$ cat config.mk
export PLATFORM = sky130hd
export DESIGN_NAME = mem_bus_arbiter
export DESIGN_NICKNAME = d
export VERILOG_FILES = /design/src/rtl/mem_bus_arbiter.sv
export SDC_FILE = /design/constraint.sdc
export NUM_CORES = 1
export LEC_CHECK = 0
export CAP_MARGIN = 20
export CORE_MARGIN = 2
export CORE_UTILIZATION = 43
export DETAILED_ROUTE_END_ITERATION = 8
export GPL_ROUTABILITY_DRIVEN = 0
export PLACE_DENSITY = 0.82
export SETUP_SLACK_MARGIN = 0.05
export SLEW_MARGIN = 10
export SYNTH_ARGS = -nofsm -noshare
export SYNTH_HDL_FRONTEND = slang
export SYNTH_SLANG_ARGS = --single-unit
export TNS_END_PERCENT = 30
$ cat constraint.sdc
create_clock -name clock -period 3.95 [get_ports clock]
set_input_delay 0.395 -clock clock [delete_from_list [all_inputs] [get_ports clock]]
set_output_delay 0.395 -clock clock [all_outputs]
set_load 0.1 [all_outputs]
$ cat src/rtl/mem_bus_arbiter.sv
// Two-requester round-robin memory bus arbiter.
// Each granted access goes IDLE -> ACCESS (WAIT_STATES+1 cycles) -> DONE (one ack cycle) -> IDLE.
module mem_bus_arbiter #(
  parameter int ADDR_W      = 16,
  parameter int DATA_W      = 16,
  parameter int WAIT_STATES = 1
) (
  input  logic              clock,
  input  logic              notReset,
  input  logic              req0,
  input  logic              req1,
  input  logic              we0,
  input  logic              we1,
  input  logic [ADDR_W-1:0] addr0,
  input  logic [ADDR_W-1:0] addr1,
  input  logic [DATA_W-1:0] wdata0,
  input  logic [DATA_W-1:0] wdata1,
  output logic              ack0,
  output logic              ack1,
  output logic [DATA_W-1:0] rdata,
  output logic [ADDR_W-1:0] mem_addr,
  output logic [DATA_W-1:0] mem_wdata,
  input  logic [DATA_W-1:0] mem_rdata,
  output logic              wr,
  output logic              rd,
  output logic              busy
);

  typedef enum logic [1:0] {IDLE, ACCESS, DONE} state_t;

  typedef struct packed {
    logic              we;
    logic [ADDR_W-1:0] addr;
    logic [DATA_W-1:0] wdata;
  } req_t;

  localparam logic [3:0] WS_INIT = 4'(WAIT_STATES);

  state_t     state;
  logic [3:0] cnt;
  logic       last_served;
  logic       grant1;
  req_t       sel;

  // Requester 1 wins when alone, or on a tie when requester 0 was served last.
  always_comb begin
    grant1    = req1 & (~req0 | ~last_served);
    sel.we    = grant1 ? we1    : we0;
    sel.addr  = grant1 ? addr1  : addr0;
    sel.wdata = grant1 ? wdata1 : wdata0;
  end

  always_ff @(posedge clock or negedge notReset) begin
    if (!notReset) begin
      state       <= IDLE;
      cnt         <= 4'd0;
      last_served <= 1'b1;
      wr          <= 1'b0;
      rd          <= 1'b0;
      ack0        <= 1'b0;
      ack1        <= 1'b0;
      busy        <= 1'b0;
      mem_addr    <= '0;
      mem_wdata   <= '0;
      rdata       <= '0;
    end else begin
      case (state)
        IDLE: begin
          if (req0 | req1) begin
            state       <= ACCESS;
            busy        <= 1'b1;
            cnt         <= WS_INIT;
            last_served <= grant1;
            mem_addr    <= sel.addr;
            mem_wdata   <= sel.wdata;
            wr          <= sel.we;
            rd          <= ~sel.we;
          end
        end
        ACCESS: begin
          if (cnt == 4'd0) begin
            state <= DONE;
            wr    <= 1'b0;
            rd    <= 1'b0;
            ack0  <= ~last_served;
            ack1  <= last_served;
            // rd mirrors the latched direction for the whole access
            if (rd) rdata <= mem_rdata;
          end else begin
            cnt <= cnt - 4'd1;
          end
        end
        DONE: begin
          state <= IDLE;
          busy  <= 1'b0;
          ack0  <= 1'b0;
          ack1  <= 1'b0;
        end
        default: begin
          state <= IDLE;
          busy  <= 1'b0;
          wr    <= 1'b0;
          rd    <= 1'b0;
          ack0  <= 1'b0;
          ack1  <= 1'b0;
        end
      endcase
    end
  end

endmodule

==> flow_summary.json <==
{
  "slowest_stage": "clkdlybuf4s50_1",
  "fmax_mhz": 434,
  "drive_gt1_share_pct": 12.8,
  "cts_root_buf": "clkbuf_8",
  "die_y_um": 83.9,
  "ys_types": 33,
  "drt-pass1-iter-count": 4,
  "num_rows": 29,
  "cts_max_level": 3,
  "worst_ep_arrival_time_ns": 1.91,
  "antenna_cells": 0,
  "clock_path_buffers": 2,
  "avgSynthCellArea_um2": 11.9,
  "grt-busiest-layer": "met2",
  "status": "finished clean",
  "dp_slack_ns": 1.45,
  "coreArea_um2": 6240,
  "ys.warnings.count": 0,
  "initial_utilization_pct": 43.9,
  "startpoint_type": "register",
  "cp-end-kind": "primary output",
  "tightest_slew_ns": 1.01,
  "cts_sinks": 60,
  "die-area_um2": 7030,
  "drtAntennaViolNets": 0,
  "insertion_delay_ns": 0.34,
  "globalRoute.totalOverflow": 0,
  "relSlewSlack_pct": 32.4,
  "synth.area.top_cells": "dfrtp_1 54%, mux2i_1 13%, o21ai_0 12%",
  "synth_top_area_cell": "dfrtp_1",
  "cts_tree": "yes",
  "hpwl_um": 5340,
  "grt_start_max_net_pins": 38,
  "final_cell_mix": "137 x clkdlybuf4s50_1, 67 x o21ai_0, 59 x dfrtp_1",
  "synth_area_um2": 2740,
  "synth_top_area_share_pct": 53.8,
  "met3_usage_pct": 6.03,
  "grt.total_usage_pct": 22.7,
  "cts_setup_buffers": 0,
  "max_cap_violations": 0,
  "wire_per_inst_um": 16.8,
  "tns_ns": 0,
  "grtUsageMet2_pct": 37.6,
  "crit_chain": "clkdlybuf4s50_1",
  "ys_seq_elements": 60,
  "fin_ws_ns": 1.64,
  "layout_commonest_cell": "clkdlybuf4s50_1",
  "critPathBufInv": 1,
  "min_period_ns": 2.31,
  "met1_usage_pct": 27.3,
  "skew_ns": 0.00434,
  "grt_pass1_vias": 2578,
  "worstPathMaxFanout": 3,
  "areaGrowthSynthToFinish_pct": 61.7,
  "clk_pin_slew_ns": 0.07,
  "portBuffers": 138,
  "antenna_found_initial": 0,
  "fillCellCount": 481,
  "fin_crit_sh_pct": 58.4,
  "final_util_pct": 71.1,
  "ioPinCount": 139,
  "final_nets": 457,
  "setup-violations-final": 0,
  "hold_path.class": "primary input to asynchronous set/reset pin",
  "drc": 0,
  "cts_resized": 0,
  "cts_hold_buf": 0,
  "syn_nets": 318,
  "drt_iter0_markers": 93,
  "syn-instance-count": 230,
  "cp.required_ns": 3.56,
  "wl_um": 7560,
  "cts_inserted_buffers": 9,
  "grt_pass1_wl_um": 12500,
  "synth_seq_area_share_pct": 54.8,
  "vias": 2381,
  "drv_slew": 0,
  "worstSetupPathType": "register to primary output",
  "crit_family": "buffers and inverters",
  "slowest_delay_ns": 1.16,
  "die_w_um": 83.9,
  "rsz0062_at_grt": "false",
  "viasPerCell": 5.28,
  "hold_violations": 0
}
[routing by layer]
metal | part of all wire (%) | up-vias
li1 | - | 1113
met1 | 40 | 1151
met2 | 51 | 98
met3 | 6.0 | 19
met4 | 3.0 | 0
met5 | 0 | -
[cell type report]
class	count	area, um2	area share (%)
Timing Repair Buffer	143	1420	32.0
Tap cell	77	96.3	2.17
Inverter	4	15.0	0.339
Multi-Input combinational cell	151	1160	26.3
Clock buffer	12	165	3.72
Clock inverter	4	70.1	1.58
Sequential cell	60	1500	33.9
[logic make-up after synthesis]
logic type      after synthesis  share of synthesized area [%]
fa+ha+maj                     2                          0.912
flops                        60                           54.8
mux                          53                           21.5
buf+inv                      19                           3.38
compound gates               79                           15.0
simple gates                 17                           4.38
[through the flow]
step	instances	hold slack [ns]	cell area, um2
after floorplan	230	0.0994	2740
after global placement	434	0.446	4190
after detailed placement	434	0.462	4190
after CTS	450	0.102	4420
after global routing	451	0.135	4440
final	451	0.0771	4440
[final timing paths]
path	startpoint	endpoint	slack [ns]	cells after the start
max	rd	rd	1.64	1
min	notReset	rdata[5]	0.08	1
max reg2reg	last_served	mem_wdata[4]	2.09	4
min reg2reg	rdata[13]	rdata[13]	0.51	1
max in group asynchronous	notReset	last_served	2.96	2
min in group clock	rdata[13]	rdata[13]	0.51	1
[state kept, by name, summed over array words and instances (netlist names)]
register,cells
mem_addr,16
mem_wdata,16
rdata,16
cnt,4
state,2
ack0,1
ack1,1
busy,1
last_served,1
rd,1
wr,1
[synth_stat cells (all sizes together)]
cell type,number
o21ai,70
dfrtp,59
mux2i,35
mux2,18
clkbuf,9
buf,6
inv,4
nor2,3
a21oi,2
ha,2
nand2,2
nand2b,2
nand3,2
o22ai,2
a21boi,1
a31o,1
a31oi,1
and2b,1
dfstp,1
nor2b,1
nor3,1
nor3b,1
o21a,1
o2bb2ai,1
or2,1
or3,1
or3b,1
or4,1
Power is left out: the tool's default activity adds up to more than one toggle a clock period on the data nets, which glitch-free logic cannot reach.
